===== config.mk =====
export PLATFORM = sky130hd
export DESIGN_NAME = sigmoid_lut_arbiter
export DESIGN_NICKNAME = d
export VERILOG_FILES = /design/src/rtl/sigmoid_lut_arbiter_pkg.sv /design/src/rtl/sigmoid_lut_arbiter_rsp_fifo.sv /design/src/rtl/sigmoid_lut_arbiter.sv
export SDC_FILE = /design/constraint.sdc
export NUM_CORES = 1
export LEC_CHECK = 0
export ABC_AREA = 0
export CAP_MARGIN = 20
export CORE_ASPECT_RATIO = 1.25
export CORE_UTILIZATION = 41
export DETAILED_ROUTE_END_ITERATION = 8
export MAX_ROUTING_LAYER = met4
export PLACE_DENSITY_LB_ADDON = 0.15
export SLEW_MARGIN = 20
export SYNTH_ARGS = -nofsm -noshare
export SYNTH_HDL_FRONTEND = slang
export SYNTH_SLANG_ARGS = --single-unit

===== constraint.sdc =====
create_clock -name clk -period 2.6 [get_ports clk]
set_input_delay 0.52 -clock clk [delete_from_list [all_inputs] [get_ports clk]]
set_output_delay 0.52 -clock clk [all_outputs]
set_load 0.01 [all_outputs]

===== src/rtl/sigmoid_lut_arbiter_pkg.sv =====
// Shared widths, defaults and types for the sigmoid LUT arbiter and its response FIFO.
package sigmoid_lut_arbiter_pkg;

    localparam int LUT_ADDR_W    = 8;
    localparam int LUT_FRAC_W    = 14;
    localparam int LUT_EXP_W     = 4;
    localparam int RSP_ENTRY_W   = 1 + LUT_FRAC_W + LUT_EXP_W;
    localparam int ROM_LAT_DEF   = 1;
    localparam int RSP_DEPTH_DEF = 4;

    typedef enum logic {
        REQ0 = 1'b0,
        REQ1 = 1'b1
    } req_id_e;

    typedef struct packed {
        logic                  id;
        logic [LUT_FRAC_W-1:0] frac;
        logic [LUT_EXP_W-1:0]  exp;
    } rsp_entry_t;

endpackage


===== src/rtl/sigmoid_lut_arbiter_rsp_fifo.sv =====
// Show-ahead synchronous response FIFO; the head entry is presented whenever non-empty.
module sigmoid_rsp_fifo
    import sigmoid_lut_arbiter_pkg::*;
#(
    parameter int WIDTH = RSP_ENTRY_W,
    parameter int DEPTH = RSP_DEPTH_DEF
) (
    input  logic             clk,
    input  logic             rst,
    input  logic             push,
    input  logic [WIDTH-1:0] push_data,
    input  logic             pop,
    output logic [WIDTH-1:0] head_data,
    output logic             head_valid
);

    localparam int AW = $clog2(DEPTH);
    localparam int CW = $clog2(DEPTH + 1);

    logic [WIDTH-1:0] mem [DEPTH];
    logic [AW-1:0]    wr_ptr;
    logic [AW-1:0]    rd_ptr;
    logic [CW-1:0]    count;
    logic             empty;
    logic             full;
    logic             do_push;
    logic             do_pop;

    assign empty   = (count == '0);
    assign full    = (count == CW'(DEPTH));
    assign do_pop  = pop && !empty;
    assign do_push = push && (!full || do_pop);

    assign head_valid = !empty;
    assign head_data  = empty ? '0 : mem[rd_ptr];

    always_ff @(posedge clk) begin
        if (do_push) begin
            mem[wr_ptr] <= push_data;
        end
    end

    // DEPTH is a power of two, so the pointers wrap by plain overflow.
    always_ff @(posedge clk) begin
        if (rst) begin
            wr_ptr <= '0;
            rd_ptr <= '0;
            count  <= '0;
        end else begin
            if (do_push) begin
                wr_ptr <= wr_ptr + AW'(1);
            end
            if (do_pop) begin
                rd_ptr <= rd_ptr + AW'(1);
            end
            case ({do_push, do_pop})
                2'b10:   count <= count + CW'(1);
                2'b01:   count <= count - CW'(1);
                default: count <= count;
            endcase
        end
    end

    always_ff @(posedge clk) begin
        if (!rst) begin
            assert (!(push && full && !pop));
        end
    end

endmodule


===== src/rtl/sigmoid_lut_arbiter.sv =====
// Round-robin arbiter sharing one sigmoid LUT between two requesters, with credit-based
// flow control so the in-order response FIFO can never overflow.
module sigmoid_lut_arbiter
    import sigmoid_lut_arbiter_pkg::*;
#(
    parameter int ROM_LAT   = ROM_LAT_DEF,
    parameter int RSP_DEPTH = RSP_DEPTH_DEF
) (
    input  logic                  clk,
    input  logic                  rst,
    input  logic                  req0_valid,
    input  logic [LUT_ADDR_W-1:0] req0_addr,
    output logic                  req0_ready,
    input  logic                  req1_valid,
    input  logic [LUT_ADDR_W-1:0] req1_addr,
    output logic                  req1_ready,
    output logic                  lut_en,
    output logic [LUT_ADDR_W-1:0] lut_addr,
    input  logic [LUT_FRAC_W-1:0] lut_frac,
    input  logic [LUT_EXP_W-1:0]  lut_exp,
    output logic                  rsp_valid,
    input  logic                  rsp_ready,
    output logic                  rsp_id,
    output logic [LUT_FRAC_W-1:0] rsp_frac,
    output logic [LUT_EXP_W-1:0]  rsp_exp
);

    localparam int CW = $clog2(RSP_DEPTH + 1);

    req_id_e               prio_q;
    req_id_e               grant_id;
    logic                  grant_any;
    logic                  credit;
    logic                  accept;
    logic                  pop;
    logic [CW-1:0]         outstanding_q;
    logic [LUT_ADDR_W-1:0] lut_addr_q;
    logic [ROM_LAT-1:0]    pipe_valid;
    logic [ROM_LAT-1:0]    pipe_id;
    rsp_entry_t            push_entry;
    rsp_entry_t            head_entry;
    logic                  head_valid;

    // The pointer only breaks ties; a lone valid requester always wins.
    always_comb begin
        grant_any = 1'b0;
        grant_id  = REQ0;
        if (req0_valid && (prio_q == REQ0 || !req1_valid)) begin
            grant_any = 1'b1;
            grant_id  = REQ0;
        end else if (req1_valid) begin
            grant_any = 1'b1;
            grant_id  = REQ1;
        end
    end

    assign credit     = !rst && (outstanding_q < CW'(RSP_DEPTH));
    assign accept     = grant_any && credit;
    assign req0_ready = accept && (grant_id == REQ0);
    assign req1_ready = accept && (grant_id == REQ1);

    assign lut_en   = accept;
    assign lut_addr = !accept ? lut_addr_q : (grant_id == REQ1) ? req1_addr : req0_addr;

    // Outstanding counts both LUT-pipeline lookups and buffered responses.
    always_ff @(posedge clk) begin
        if (rst) begin
            prio_q        <= REQ0;
            lut_addr_q    <= '0;
            outstanding_q <= '0;
        end else begin
            if (accept) begin
                prio_q     <= (grant_id == REQ0) ? REQ1 : REQ0;
                lut_addr_q <= lut_addr;
            end
            case ({accept, pop})
                2'b10:   outstanding_q <= outstanding_q + CW'(1);
                2'b01:   outstanding_q <= outstanding_q - CW'(1);
                default: outstanding_q <= outstanding_q;
            endcase
        end
    end

    // Clearing the valids on reset is what drops LUT data still in flight.
    always_ff @(posedge clk) begin
        if (rst) begin
            pipe_valid <= '0;
            pipe_id    <= '0;
        end else begin
            pipe_valid[0] <= accept;
            pipe_id[0]    <= grant_id;
            for (int i = 1; i < ROM_LAT; i++) begin
                pipe_valid[i] <= pipe_valid[i-1];
                pipe_id[i]    <= pipe_id[i-1];
            end
        end
    end

    assign push_entry.id   = pipe_id[ROM_LAT-1];
    assign push_entry.frac = lut_frac;
    assign push_entry.exp  = lut_exp;

    sigmoid_rsp_fifo #(
        .WIDTH (RSP_ENTRY_W),
        .DEPTH (RSP_DEPTH)
    ) u_rsp_fifo (
        .clk        (clk),
        .rst        (rst),
        .push       (pipe_valid[ROM_LAT-1]),
        .push_data  (push_entry),
        .pop        (pop),
        .head_data  (head_entry),
        .head_valid (head_valid)
    );

    assign rsp_valid = head_valid && !rst;
    assign pop       = rsp_valid && rsp_ready;
    assign rsp_id    = rsp_valid ? head_entry.id   : 1'b0;
    assign rsp_frac  = rsp_valid ? head_entry.frac : '0;
    assign rsp_exp   = rsp_valid ? head_entry.exp  : '0;

endmodule


==> results of run 1 <==
## final cells by class
cell class                      instances  share of cell area, %
Sequential cell                        99                  48.13
Multi-Input combinational cell        135                  22.78
Timing Repair Buffer                  111                  19.56
Clock buffer                            9                  3.947
Tap cell                              126                  2.763
Clock inverter                          7                  2.171
Inverter                               10                 0.6578
## sequential cells by signal (all words and copies together) (netlist names), named ones only
name and count:
pipe_valid 1, outstanding_q 3, pipe_id 1, u_rsp_fifo.count 3, u_rsp_fifo.rd_ptr 2, u_rsp_fifo.wr_ptr 2
u_rsp_fifo.mem 76, prio_q 1, lut_addr_q 8
## power groups by stage
stage	logic [uW]	clock network, uW	registers, uW
after floorplan	524	0	1900
after global placement	935	0	1910
after detailed placement	943	0	1910
after CTS	959	1550	1880
after global routing	1020	1610	1900
final	931	1520	1880
## cell families (layout without fill, tap and decap cells)
kind of cell / after synthesis / in the layout
DFF: 99 / 99
and+or+nand+nor: 70 / 70
AOI/OAI and AO/OA: 29 / 29
muxes: 22 / 22
buffers and inverters: 21 / 137
adders and majority gates: 8 / 8
xor gates and xnor gates: 6 / 6
## layer usage
metal  track usage [%]  vias to the layer above
met5                 -                        -
met4             7.500                        0
met3             3.187                       10
met2             26.67                       65
met1             19.44                     1225
li1                  -                     1212
## metrics by stage
step | total power, uW | worst slack [ns] | util [%]
2_1_floorplan | 2425 | 0.3289 | -
3_3_place_gp | 2841 | -0.2914 | 54.29
3_5_place_dp | 2854 | -0.3043 | 54.29
4_1_cts | 4397 | -0.1630 | 58.20
5_1_grt | 4525 | 0.02821 | 58.78
6_report | 4334 | 0.07660 | 58.78
## path summary, 6_finish.rpt
kind	start	to	slack, ns
setup reg to reg	u_rsp_fifo.count[2]$_SDFFE_PP0P_	u_rsp_fifo.count[2]$_SDFFE_PP0P_	0.44
setup / recovery	register	rsp_exp[2]	0.08
hold reg to reg	pipe_id$_SDFF_PP0_	u_rsp_fifo.mem[0][18]$_DFFE_PP_	0.48
hold / removal	pipe_id$_SDFF_PP0_	u_rsp_fifo.mem[0][18]$_DFFE_PP_	0.48
## synth_stat cells, types with 3 or more instances
library cell | number | share of area [%]
o21ai_0 | 6 | 0.72
nand4_1 | 3 | 0.45
nand2b_1 | 5 | 0.75
nor2_1 | 18 | 1.6
a221o_1 | 10 | 2.4
dfxtp_1 | 23 | 11
and2_1 | 26 | 3.9
inv_1 | 10 | 0.90
xor2_1 | 5 | 1.1
ha_1 | 6 | 1.8
nand3_1 | 6 | 0.72
a311oi_1 | 3 | 0.63
buf_2 | 3 | 0.36
mux4_2 | 10 | 5.4
edfxtp_1 | 76 | 55
buf_6 | 3 | 0.81
clkbuf_1 | 3 | 0.27
mux4_1 | 9 | 5.7
and3_1 | 5 | 0.75
a21oi_1 | 4 | 0.48
## worst max-delay path, cell delays in order, from the launching register on
cell,delay [ns]
dfxtp_4,0.37
buf_12,0.15
mux4_2,0.50
and2_1,0.17
clkdlybuf4s50_1,0.47
## timing repair
item / 4_1_cts / 5_1_grt
hold endpoints to repair: 0 / 0
cloned: 1 / 0
gates resized for setup: 21 / 21
setup buffers: 1 / 1
pin swaps: 1 / 1
hold buffers: 0 / 0
setup endpoints to repair: 31 / 17
==> results.cfg, run 1 <==
[route]
avgViaCountPerCell = 5.054
num_vias = 2512
wl_met2_um = 3803
drt-met1-wl_um = 3338
drc = 0
drt-total-wl_um = 7602
drt_iter0_markers = 52
wl_met3_um = 305
top_layer = met4
drtPass1Iterations = 4
wl_per_cell_um = 15.30
drtAntennaViolNets = 0

[sta]
slew_headroom_pct = 73.49
finalMaxSlewViolations = 0
report.final.hold_viol_count = 0
fin_crit_ns = 2.523
rsz0062_at_grt = no
min_period_over_period_pct = 97.05
tightestPinTransition_ns = 0.3926
finalSetupViolCount = 0
fmax_mhz = 396.3
hold_slack_ns = 0.4842
fin_skew_ns = 0.006496
setup_tns_ns = 0

[power_and_ir_drop]
p_comb_share_pct = 21.5
powerDensity_nw_per_um2 = 759.4
p_leak_uw = 0.002355
switching_share_pct = 23.47
p_switching_uw = 1017
p_int_uw = 3316
clock_power_share_pct = 35.1
irDropWorstVdd_mv = 0.4178
power_frac_seq_pct = 43.5

[min_path]
min_path_cells = 0
min_path_type = reg2reg

[synth]
synth_edf_count = 76
ys_seq_area_share_pct = 66.06
ys_ff_latch = 99
synth_mux_area_share_pct = 11.87
synth-simple-area-share_pct = 9.313
syn_inst = 255
synthesis.area_um2 = 4151
yosys_most_used_dff = edfxtp_1
ys_types = 37
synth-xor-area-share_pct = 1.266
yosysWarnings = 0
avgSynthCellArea_um2 = 16.28
synth_fa_ha_area_share_pct = 2.773
async_reset_ff_share_pct = 0
synth_compound_area_share_pct = 5.787
synth_top_family_by_area = multiplexers
syn_nets = 302

[floorplan]
placementRows = 40
chipWidth_um = 92
die_h_um = 114.5
core_area_um2 = 9709
initial_core_util_pct = 42.76
ios = 70
die_area_um2 = 10530

[global_route]
grt_max_degree = 21
antenna_found_initial = 0
grt_first_pass_wirelength_um = 12480
grt_use_total_pct = 16.26
overflow = 0
first_global_vias = 2562

[finish]
final_common_cell = edfxtp_1
fin_cells = 497
multi_input_area_um2 = 1300
drive_gt1_share_pct = 21.02
n_antenna_cell = 0
finalNetCount = 413
final_area_um2 = 5707
nFillCells = 793
layout_common_cells = 76 x edfxtp_1, 39 x clkdlybuf4s50_1, 35 x buf_4
syn_to_final_growth_pct = 37.46
seqCellArea_um2 = 2746

[clock_tree]
clock-sinks = 99
cts_tree = done
path_clk_slew_ns = 0.06
htree_levels = 3
cts_buffers = 9
max-clock-path-buffers = 2
clk_latency_ns = 0.34
cts_root_buf = clkbuf_16

[worst_setup_path]
cp.required_ns = 2.08
crit_fanout = 10
cp.arrival_ns = 2.00
path_class = reg2out
r2r_cells = 8
endpoint_kind = output pin
startpoint_type = register

[placement]
hpwl_um = 5044
place_congestion = 0.8117
post_dp_cell_area_um2 = 5271
io_buffers = 69
dp_cells = 478

[outcome]
status = completed

[run]
cap_violations = 0
No activity file was read; power rests on OpenSTA's default activity.
==> inputs of run 2 (changes only) <==
--- a/config.mk
+++ b/config.mk
@@ -6,6 +6,7 @@
 export NUM_CORES = 1
 export LEC_CHECK = 0
 export ABC_AREA = 0
+export ABC_CLOCK_PERIOD_IN_PS = 2600
 export CAP_MARGIN = 20
 export CORE_ASPECT_RATIO = 1.25
 export CORE_UTILIZATION = 41
==> results of run 2 <==
Same layout as run 1: the final DEF is identical, and so are final timing and power.
==> inputs of run 3 (changes only) <==
--- a/config.mk
+++ b/config.mk
@@ -11,6 +11,7 @@
 export CORE_ASPECT_RATIO = 1.25
 export CORE_UTILIZATION = 41
 export DETAILED_ROUTE_END_ITERATION = 8
+export DONT_BUFFER_PORTS = 1
 export MAX_ROUTING_LAYER = met4
 export PLACE_DENSITY_LB_ADDON = 0.15
 export SLEW_MARGIN = 20
==> results.cfg, run 3 (same netlist as run 1, synthesis figures left out) <==
[worst_setup_path]
path_delay_family = multiplexers
crit_fanout = 19
path_class = reg2out
r2r_end = outstanding_q[2]$_SDFFE_PP0P_
r2r_slack_ns = 0.44
path_buf_inv = 1
startpoint_type = register
cp_cell_sequence = buf_4 -> mux4_1 -> and2_1
cpMaxStageDelayCell = mux4_1
cp.arrival_ns = 1.79
cp.required_ns = 2.08
r2r_cells = 9
cpPeakStageDelay_ns = 0.59
endpoint_kind = output pin
rr_startpoint = u_rsp_fifo.count[0]$_SDFFE_PP0P_

[finish]
layout_common_cells = 76 x edfxtp_1, 26 x and2_1, 23 x dfxtp_1
fin_cells = 396
fin_util_pct = 46.93
largest_reg_flops = 76
seqCellArea_um2 = 2743
nFillCells = 871
multi_input_area_um2 = 1287
n_antenna_cell = 0
drive_gt1_share_pct = 13.33
finalNetCount = 312
largest-register = u_rsp_fifo.mem
syn_to_final_growth_pct = 9.765
final_area_um2 = 4557
reg.largest.list = u_rsp_fifo.mem: 76 flops, lut_addr_q: 8 flops
final_common_cell = edfxtp_1

[clock_tree]
max-clock-path-buffers = 2
cts_root_buf = clkbuf_16
cts-resized-gates = 0
path_clk_slew_ns = 0.06
cts_buffers = 9
cts_tree = done
clock-sinks = 99
clk_latency_ns = 0.33
htree_levels = 3
cts_setup_buffers = 0
ctsHoldBuffers = 0

[sta]
slew_headroom_pct = 71.88
report.final.hold_viol_count = 0
finalSetupViolCount = 0
fin_skew_ns = 0.008026
finalMaxSlewViolations = 0
setup_tns_ns = 0
rsz0062_at_grt = no
fmax_mhz = 433.3
tightestPinTransition_ns = 0.4166
fin_crit_ns = 2.308
min_period_over_period_pct = 88.77

[outcome]
status = completed

[min_path]
worstHoldStart = rst
min_path_type = in2reg
worstHoldEndpoint = prio_q$_SDFFE_PP0P_
min_path_cells = 1

[global_route]
antenna_found_initial = 0
grt_use_total_pct = 14.74
grt_max_degree = 25
overflow = 0
grt_first_pass_wirelength_um = 11180
first_global_vias = 2217

[floorplan]
placementRows = 40
die_area_um2 = 10530
chipWidth_um = 92
die_h_um = 114.5
core_area_um2 = 9709
initial_core_util_pct = 42.76
ios = 70

[placement]
io_buffers = 0
dp_cells = 380
post_dp_cell_area_um2 = 4300
place_congestion = 0.6880
hpwl_um = 4593

[route]
drtAntennaViolNets = 0
num_vias = 2154
avgViaCountPerCell = 5.439
drt-total-wl_um = 7146
drc = 0
wl_per_cell_um = 18.05
drt_iter0_markers = 61
drtPass1Iterations = 4

[run]
cap_violations = 0

[power_and_ir_drop]
powerDensity_nw_per_um2 = 801.1
irDropWorstVdd_mv = 0.3168
p_leak_uw = 0.001558
[run 3: cell count changes in the layout (fill, tap and decap cells not counted), moves of 2 or more]
cell / change
o21ai_1: -3
nor2_1: +2
bufinv_16: -3
o21ai_0: +3
dlymetal6s2s_1: -16
dlygate4sd2_1: -13
clkbuf_1: +5
buf_12: -5
clkdlybuf4s50_1: -39
nor2_2: -2
buf_4: -25
[run 3: final cells by class]
cell class                 count  area share, %
clock buffer                  14          5.354
clock inverter                 2         0.2746
inverter                      10         0.8237
multi-input combinational    135          28.25
sequential                    99          60.19
tap                          126          3.460
timing repair buffer          10          1.647
[run 3: metal layers]
layer / up-vias / track usage [%] / wire [um] / share of wire (%)
li1: 1001 / - / - / -
met1: 1091 / 16.48 / 3018 / 42
met2: 56 / 25.07 / 3702 / 52
met3: 6 / 3.918 / 327 / 4.6
met4: 0 / 5.938 / 97 / 1.4
met5: - / - / 0 / 0
[run 3: how the worst max path moves through the flow]
stage / from / to / cells past startpoint
after global routing: register / rsp_frac[4] / 3
after floorplan: req1_valid / outstanding_q[2]$_SDFFE_PP0P_ / 8
after detailed placement: rst / u_rsp_fifo.count[2]$_SDFFE_PP0P_ / 8
final: register / rsp_id / 3
after global placement: rst / u_rsp_fifo.count[2]$_SDFFE_PP0P_ / 8
after CTS: register / rsp_id / 3
[run 3: power by group]
part	internal (uW)	leakage, uW	switching [uW]
Sequential	1820	0.000884	57.1
Clock	648	0.000117	522
Combinational	280	0.000557	318
Total	2750	0.00156	897
[run 3: worst reg2reg max path, stage by stage, from the launching register on]
cell	delay, ns
dfxtp_1	0.46
nor3_1	0.08
nor2_1	0.17
and2_1	0.16
ha_1	0.19
inv_1	0.06
fa_1	0.37
xor2_1	0.16
or3_1	0.30
a21oi_1	0.14
[run 3: stage by stage]
stage / power, uW / hold WS (ns) / setup slack, ns
after detailed placement: 2531 / 0.4679 / 0.4174
after global routing: 3818 / 0.2360 / 0.1980
after global placement: 2524 / 0.4674 / 0.4805
final: 3650 / 0.2481 / 0.2921
after floorplan: 2425 / 0.4383 / 0.3289
after CTS: 3702 / 0.2401 / 0.2537
